===== config.mk =====
export PLATFORM = sky130hd
export DESIGN_NAME = dense_layer_mac_flat
export DESIGN_NICKNAME = d
export VERILOG_FILES = /design/src/rtl/dense_layer_mac_if.sv /design/src/rtl/dense_layer_mac.sv /design/src/flat_wrapper.sv
export SDC_FILE = /design/constraint.sdc
export NUM_CORES = 1
export LEC_CHECK = 0
export CORE_AREA = 2 2 236 238
export DETAILED_ROUTE_END_ITERATION = 8
export DIE_AREA = 0 0 238 240
export GPL_TIMING_DRIVEN = 0
export PLACE_DENSITY = 0.57
export SETUP_SLACK_MARGIN = 0.02
export SYNTH_ARGS = -nofsm -noshare
export SYNTH_HDL_FRONTEND = slang
export SYNTH_SLANG_ARGS = --single-unit

===== constraint.sdc =====
create_clock -name clk -period 16.9 [get_ports clk]
set_clock_uncertainty 0.15 [all_clocks]
set_input_delay 2.535 -clock clk [delete_from_list [all_inputs] [get_ports clk]]
set_output_delay 2.535 -clock clk [all_outputs]
set_load 0.02 [all_outputs]

===== src/rtl/dense_layer_mac_if.sv =====
// Bundle of the layer's start/result handshake and its external weight-ROM port.
// The master is the upstream/ROM side; the slave is the layer itself.
interface dense_layer_mac_if #(
   parameter int NEURON_NB = 10,
   parameter int INPUT_NB  = 32,
   parameter int WIDTH     = 8
);
   localparam int AW = (NEURON_NB * INPUT_NB > 1) ? $clog2(NEURON_NB * INPUT_NB) : 1;

   logic                      enable;
   logic signed [WIDTH-1:0]   in_data  [0:INPUT_NB-1];
   logic signed [2*WIDTH-1:0] bias     [0:NEURON_NB-1];
   logic [AW-1:0]             weight_addr;
   logic signed [WIDTH-1:0]   weight_data;
   logic signed [2*WIDTH-1:0] out_data [0:NEURON_NB-1];
   logic                      busy;
   logic                      layer_done;

   modport master (
      output enable, in_data, bias, weight_data,
      input  weight_addr, out_data, busy, layer_done
   );

   modport slave (
      input  enable, in_data, bias, weight_data,
      output weight_addr, out_data, busy, layer_done
   );
endinterface


===== src/rtl/dense_layer_mac.sv =====
// Time-multiplexed fully connected layer: one multiplier, one neuron per INPUT_NB+1 cycles,
// weights streamed from a synchronous ROM with one cycle of read latency.
module dense_layer_mac #(
   parameter int NEURON_NB = 10,
   parameter int INPUT_NB  = 32,
   parameter int WIDTH     = 8,
   parameter int RELU      = 0
) (
   input logic clk,
   input logic reset,
   dense_layer_mac_if.slave lyr
);
   localparam int OW    = 2 * WIDTH;
   localparam int ACC_W = OW + $clog2(INPUT_NB + 1) + 1;
   localparam int CW    = $clog2(INPUT_NB + 1);
   localparam int IW    = (INPUT_NB > 1) ? $clog2(INPUT_NB) : 1;
   localparam int NW    = (NEURON_NB > 1) ? $clog2(NEURON_NB) : 1;
   localparam int AW    = (NEURON_NB * INPUT_NB > 1) ? $clog2(NEURON_NB * INPUT_NB) : 1;

   localparam logic [1:0] S_IDLE = 2'd0;
   localparam logic [1:0] S_RUN  = 2'd1;
   localparam logic [1:0] S_DONE = 2'd2;

   logic [1:0]              r_state;
   logic [CW-1:0]           r_c;
   logic [NW-1:0]           r_n;
   logic [AW-1:0]           r_addr;
   logic signed [ACC_W-1:0] r_acc;
   logic signed [OW-1:0]    r_out [0:NEURON_NB-1];
   logic                    r_busy;
   logic                    r_done;

   logic [IW-1:0]           w_idx;
   logic signed [OW-1:0]    w_x;
   logic signed [OW-1:0]    w_w;
   logic signed [OW-1:0]    w_prod;
   logic signed [ACC_W-1:0] w_sum;
   logic signed [ACC_W-1:0] w_bias_ext;
   logic signed [OW-1:0]    w_result;

   function automatic logic signed [OW-1:0] sat(input logic signed [ACC_W-1:0] v);
      if (v[ACC_W-1:OW-1] == {(ACC_W-OW+1){v[ACC_W-1]}})
         return v[OW-1:0];
      else if (v[ACC_W-1])
         return {1'b1, {(OW-1){1'b0}}};
      else
         return {1'b0, {(OW-1){1'b1}}};
   endfunction

   function automatic logic signed [OW-1:0] relu(input logic signed [OW-1:0] v);
      if (RELU != 0 && v[OW-1])
         return '0;
      return v;
   endfunction

   // Phase c consumes the ROM word addressed during phase c-1, paired with in_data[c-1].
   assign w_idx      = (r_c == '0) ? '0 : IW'(r_c - CW'(1));
   assign w_x        = $signed({{WIDTH{lyr.in_data[w_idx][WIDTH-1]}}, lyr.in_data[w_idx]});
   assign w_w        = $signed({{WIDTH{lyr.weight_data[WIDTH-1]}}, lyr.weight_data});
   assign w_prod     = w_x * w_w;
   assign w_sum      = r_acc + $signed({{(ACC_W-OW){w_prod[OW-1]}}, w_prod});
   assign w_bias_ext = $signed({{(ACC_W-OW){lyr.bias[r_n][OW-1]}}, lyr.bias[r_n]});
   assign w_result   = relu(sat(w_sum));

   always_ff @(posedge clk) begin
      if (reset) begin
         r_state <= S_IDLE;
         r_c     <= '0;
         r_n     <= '0;
         r_addr  <= '0;
         r_acc   <= '0;
         r_busy  <= 1'b0;
         r_done  <= 1'b0;
         for (int i = 0; i < NEURON_NB; i++)
            r_out[i] <= '0;
      end else begin
         case (r_state)
            S_IDLE, S_DONE: begin
               if (lyr.enable) begin
                  r_state <= S_RUN;
                  r_busy  <= 1'b1;
                  r_done  <= 1'b0;
                  r_c     <= '0;
                  r_n     <= '0;
                  r_addr  <= '0;
               end
            end
            S_RUN: begin
               if (r_c == CW'(INPUT_NB)) begin
                  r_out[r_n] <= w_result;
                  r_c        <= '0;
                  if (r_n == NW'(NEURON_NB - 1)) begin
                     r_state <= S_DONE;
                     r_busy  <= 1'b0;
                     r_done  <= 1'b1;
                     r_n     <= '0;
                     r_addr  <= '0;
                  end else begin
                     r_n    <= r_n + NW'(1);
                     r_addr <= r_addr + AW'(1);
                  end
               end else begin
                  r_acc <= (r_c == '0) ? w_bias_ext : w_sum;
                  r_c   <= r_c + CW'(1);
                  // Address stops at the neuron's last weight while the drain phase consumes it.
                  if (r_c < CW'(INPUT_NB - 1))
                     r_addr <= r_addr + AW'(1);
               end
            end
            default: r_state <= S_IDLE;
         endcase
      end
   end

   assign lyr.weight_addr = r_addr;
   assign lyr.out_data    = r_out;
   assign lyr.busy        = r_busy;
   assign lyr.layer_done  = r_done;
endmodule


===== src/flat_wrapper.sv =====
// flat-port wrapper written by rule: the top's interface ports become plain ports
module dense_layer_mac_flat 
#(
   parameter int NEURON_NB = 10,
   parameter int INPUT_NB  = 32,
   parameter int WIDTH     = 8,
   parameter int RELU      = 0
)
  (clk, reset, lyr_enable, lyr_in_data, lyr_bias, lyr_weight_data, lyr_weight_addr, lyr_out_data, lyr_busy, lyr_layer_done);
  dense_layer_mac_if #(.NEURON_NB(NEURON_NB), .INPUT_NB(INPUT_NB), .WIDTH(WIDTH)) lyr_i ();
  input logic clk;
  input logic reset;
  input wire logic [$bits(lyr_i.enable)-1:0] lyr_enable;
  input wire logic [$bits(lyr_i.in_data)-1:0] lyr_in_data;
  input wire logic [$bits(lyr_i.bias)-1:0] lyr_bias;
  input wire logic [$bits(lyr_i.weight_data)-1:0] lyr_weight_data;
  output wire logic [$bits(lyr_i.weight_addr)-1:0] lyr_weight_addr;
  output wire logic [$bits(lyr_i.out_data)-1:0] lyr_out_data;
  output wire logic [$bits(lyr_i.busy)-1:0] lyr_busy;
  output wire logic [$bits(lyr_i.layer_done)-1:0] lyr_layer_done;
  assign lyr_i.enable = lyr_enable;
  assign lyr_i.in_data = {>>{lyr_in_data}};
  assign lyr_i.bias = {>>{lyr_bias}};
  assign lyr_i.weight_data = lyr_weight_data;
  assign lyr_weight_addr = lyr_i.weight_addr;
  assign lyr_out_data = {>>{lyr_i.out_data}};
  assign lyr_busy = lyr_i.busy;
  assign lyr_layer_done = lyr_i.layer_done;
  dense_layer_mac #(.NEURON_NB(NEURON_NB), .INPUT_NB(INPUT_NB), .WIDTH(WIDTH), .RELU(RELU)) u_core (.clk(clk), .reset(reset), .lyr(lyr_i));
endmodule

==> run summary <==
The tools report the number of global-route vias before repair as 17500. The mapped cell area was 15500 µm². Of all flip-flops after synthesis, the portion carrying an async set or reset was 0%. Pin placement for this block handled 598 I/O pins.

The startpoint of the worst register-to-register path is u_core.r_c[0]. The type of origin of the critical path was a flip-flop. For the fraction of the core area covered by cells at the end of the flow, the log shows 42.5%. The post-route minimum period came out at 13.62 ns. The die span in y was 240 µm; the number of nets in the synthesized netlist was 2354. The worst pin sits at a relative slew slack of 8.16%.

The global-route usage over all layers is 30.0%, and the final layout net count is 2977. Of the synthesized area, sequential elements account for 26.6%. Setup repair after global routing left no endpoint under its margin. The final-report max-slew violation count was 0. STA classifies the critical path endpoint as a flip-flop.

For the remaining number of nets flagged by the antenna check after routing, the log shows 0. For the worst flop-to-flop path, the logic depth is 32. For this run, the number of Yosys warnings is 0. Setup total negative slack on the finished layout was measured at 0 ns.

The congestion estimate from routability-driven global placement came to 0.980. On the critical path the largest part of the delay comes from compound AO/OA/AOI/OAI gates. Ranked by total cell area, the synthesized netlist is headed by sky130_fd_sc_hd__dfxtp_1, sky130_fd_sc_hd__fa_1, sky130_fd_sc_hd__mux4_2. After detailed placement, the total cell area comes to 22400 µm². The path class of the tightest hold or removal check is flip-flop to flip-flop. In this run the worst path has a maximum fanout of 10.

The tools report the max-cap violation count as 0. The area growth from synthesis to layout is 49.7%. Synthesis produced 1772 cells. The number of hold-repair buffers added at the cts stage was 0; the average cell area after synthesis was 8.75 µm².

The final critical-path share of the clock period works out to 80.6%. For this run, the leading register cell type out of synthesis is sky130_fd_sc_hd__dfxtp_1. The number of H-tree levels was 1; the pin count of the biggest net entering global routing was 16.

The die span in x was 238 µm. The first global-routing pass estimated 125 mm of wire. For the initial antenna violation count, the log shows 12. Once placement completed, the tool counted placed cells totaling 3074. On the critical path, the stage with the largest delay is an instance of sky130_fd_sc_hd__a21oi_1. The setup check on the worst reg-to-reg path leaves a slack of 3.28 ns. The biggest cell delay along the critical path was 1.10 ns. The first-pass detailed-route iteration total was 6. The port buffer count works out to 597.

After routing the design area is 23200 µm². The run gives 17.10 ns as the required time of the critical path. Synthesis instantiated 61 different standard cells from the library.

The non-filler instance count after layout was 3125; the wire length per cell was 28.3 µm. The later pin in the worst-skew pair is clocked with a latency of 0.52 ns. The number of buffers inserted during clock tree synthesis is 22.

Setup violations remaining at the end of the flow were counted as 0. The total area of sequential cells was 4120 µm². The cell taking the most area after synthesis was sky130_fd_sc_hd__dfxtp_1. The critical path arrival is 13.82 ns. The endpoint of the worst hold-timing path is u_core.r_acc[6].

The fmax was 0.0734 GHz. For the pin with the worst max-slew slack, the measured transition is 1.38 ns. The clock passes through at most 3 buffers. The most frequent cell on the critical path was sky130_fd_sc_hd__fa_1. The logs give 5444 for the count of filler cells inserted in the layout and 88.4 mm for the total detailed-routing wirelength. The multi-input logic area is 10400 µm².

Buffers added to address setup during post-CTS repair amount to 0. The count of buffering cells on the critical path with inverters included is 11, and the register bit count reported by yosys is 206. Dividing the detail-routed via count by the number of cells gives 5.58. The clock tree root buffer cell was sky130_fd_sc_hd__clkbuf_16.

For this block, the initial DRC count from the detailed router was 1384. The overall via count from detail_route is 17400, and the core area is 54700 µm². The worst hold path begins at u_core.r_acc[6]. Gates resized during post-CTS repair numbered 0. The die covers 57100 µm². The worst register-to-register path ends at u_core.lyr.out_data[109]. The remaining design rule violation count is 0.

TritonCTS built the clock tree. The top cell type's share of synthesized area is 26.6%, and the fraction of layout instances using a drive strength above 1 is 4.65%. The run finished with clean final reports. The clock transition at the registers of the reported paths was 0.06 ns.

The final hold violation count is 0, and the number of instances on the worst hold path is 2. The run gives 72.2 mm as the total half-perimeter wirelength after legalization and detailed placement. The final global-route overflow total was 0; the effective utilization at floorplan was 28.4%.

The tree built by TritonCTS fans out to 206 sinks. Row generation in the floorplan step produced 86 rows. By startpoint and endpoint, the worst setup path is classified as flip-flop to flip-flop. The number of enable-type register cells in the synthesized netlist works out to 0.
cells in the mapped netlist (35+ instances only):
| cell | instances |
|---|---|
| sky130_fd_sc_hd__ha_1 | 55 |
| sky130_fd_sc_hd__nor2_1 | 132 |
| sky130_fd_sc_hd__dfxtp_1 | 206 |
| sky130_fd_sc_hd__nor2b_1 | 36 |
| sky130_fd_sc_hd__a221oi_1 | 59 |
| sky130_fd_sc_hd__nand3b_1 | 73 |
| sky130_fd_sc_hd__nand2_1 | 187 |
| sky130_fd_sc_hd__nand3_1 | 60 |
| sky130_fd_sc_hd__a21oi_1 | 77 |
| sky130_fd_sc_hd__inv_1 | 111 |
| sky130_fd_sc_hd__clkbuf_1 | 96 |
| sky130_fd_sc_hd__mux4_2 | 35 |
| sky130_fd_sc_hd__o31ai_1 | 73 |
| sky130_fd_sc_hd__o211ai_1 | 49 |
| sky130_fd_sc_hd__fa_1 | 100 |
| sky130_fd_sc_hd__a211oi_1 | 86 |
area by class of cell:
class                   instances  share of cell area (%)
diodes                         10                   0.108
plain buffers                 132                    2.39
clock buffers                  31                    2.82
clock inverters                 9                   0.544
inverters                     111                    1.79
multi-input cells            1323                    44.9
flip-flops and latches        206                    17.8
well taps                     704                    3.79
repair buffers                599                    25.9
logic make-up (layout without fill, tap and decap cells):
family                   Yosys count  count (layout)  synth area share (%)
AO/OA/AOI/OAI                    469             469                  21.8
XOR/XNOR                          30              30                  1.69
adder cells (fa/ha/maj)          155             155                  17.3
buffers and inverters            243             882                  6.26
flip-flops                       206             206                  26.6
multiplexers                      68              68                  7.25
other                              0              10                     0
AND/OR/NAND/NOR                  601             601                  19.1
placed cells by master (no fill, tap or decap), drive strengths merged, types with 39 or more instances in the layout:
cell / instances
o211ai: 49
fa: 100
ha: 55
o21ai: 39
nand2: 187
nor2: 132
dfxtp: 206
clkdlybuf4s50: 597
o31ai: 73
a21oi: 77
a221oi: 59
inv: 112
clkbuf: 127
a211oi: 87
nand3: 60
nand3b: 73
sequential cells by signal, indices dropped and copies added, names as in the netlist:
name                    flops
u_core.r_n                  4
u_core.lyr.layer_done       1
u_core.r_state              2
u_core.lyr.weight_addr      9
u_core.lyr.out_data       160
u_core.r_acc               23
u_core.r_c                  6
u_core.lyr.busy             1
tightest hold or removal path, delay by kind of cell (launching register included):
kind / cells / cell delay (ns)
DFF: 1 / 0.31
and+or+nand+nor: 1 / 0.05
AOI/OAI and AO/OA: 1 / 0.05
layer usage:
layer  part of all wire, %  track usage (%)  wire (µm)  up-vias
met3                   9.2             7.49       8100      150
met5                 0.015                0         13        -
li1                      -                -          -     7717
met1                    40             36.6      35300     8625
met4                   3.6             10.1       3150        2
met2                    47             51.6      41800      942
through the flow:
step | hold WS (ns) | setup WS (ns)
2_1_floorplan | 0.282 | 6.51
3_5_place_dp | 0.304 | 3.53
5_1_grt | 0.336 | 2.83
4_1_cts | 0.313 | 3.49
6_report | 0.306 | 3.28
3_3_place_gp | 0.294 | 2.99
worst max path at each step:
stage	slack (ns)	end	from	cells after the start
floorplan	6.51	u_core.lyr.out_data[104]	u_core.r_c[0]	34
global placement	2.99	u_core.lyr.out_data[154]	u_core.r_c[0]	32
detailed placement	3.53	u_core.lyr.out_data[74]	u_core.r_c[0]	32
CTS	3.49	u_core.lyr.out_data[154]	u_core.r_c[0]	34
global route	2.83	u_core.lyr.out_data[155]	u_core.r_c[0]	34
finish	3.28	u_core.lyr.out_data[109]	u_core.r_c[0]	32
Power is left out: the tool's default activity adds up to more than one toggle a clock period on the data nets, which glitch-free logic cannot reach.
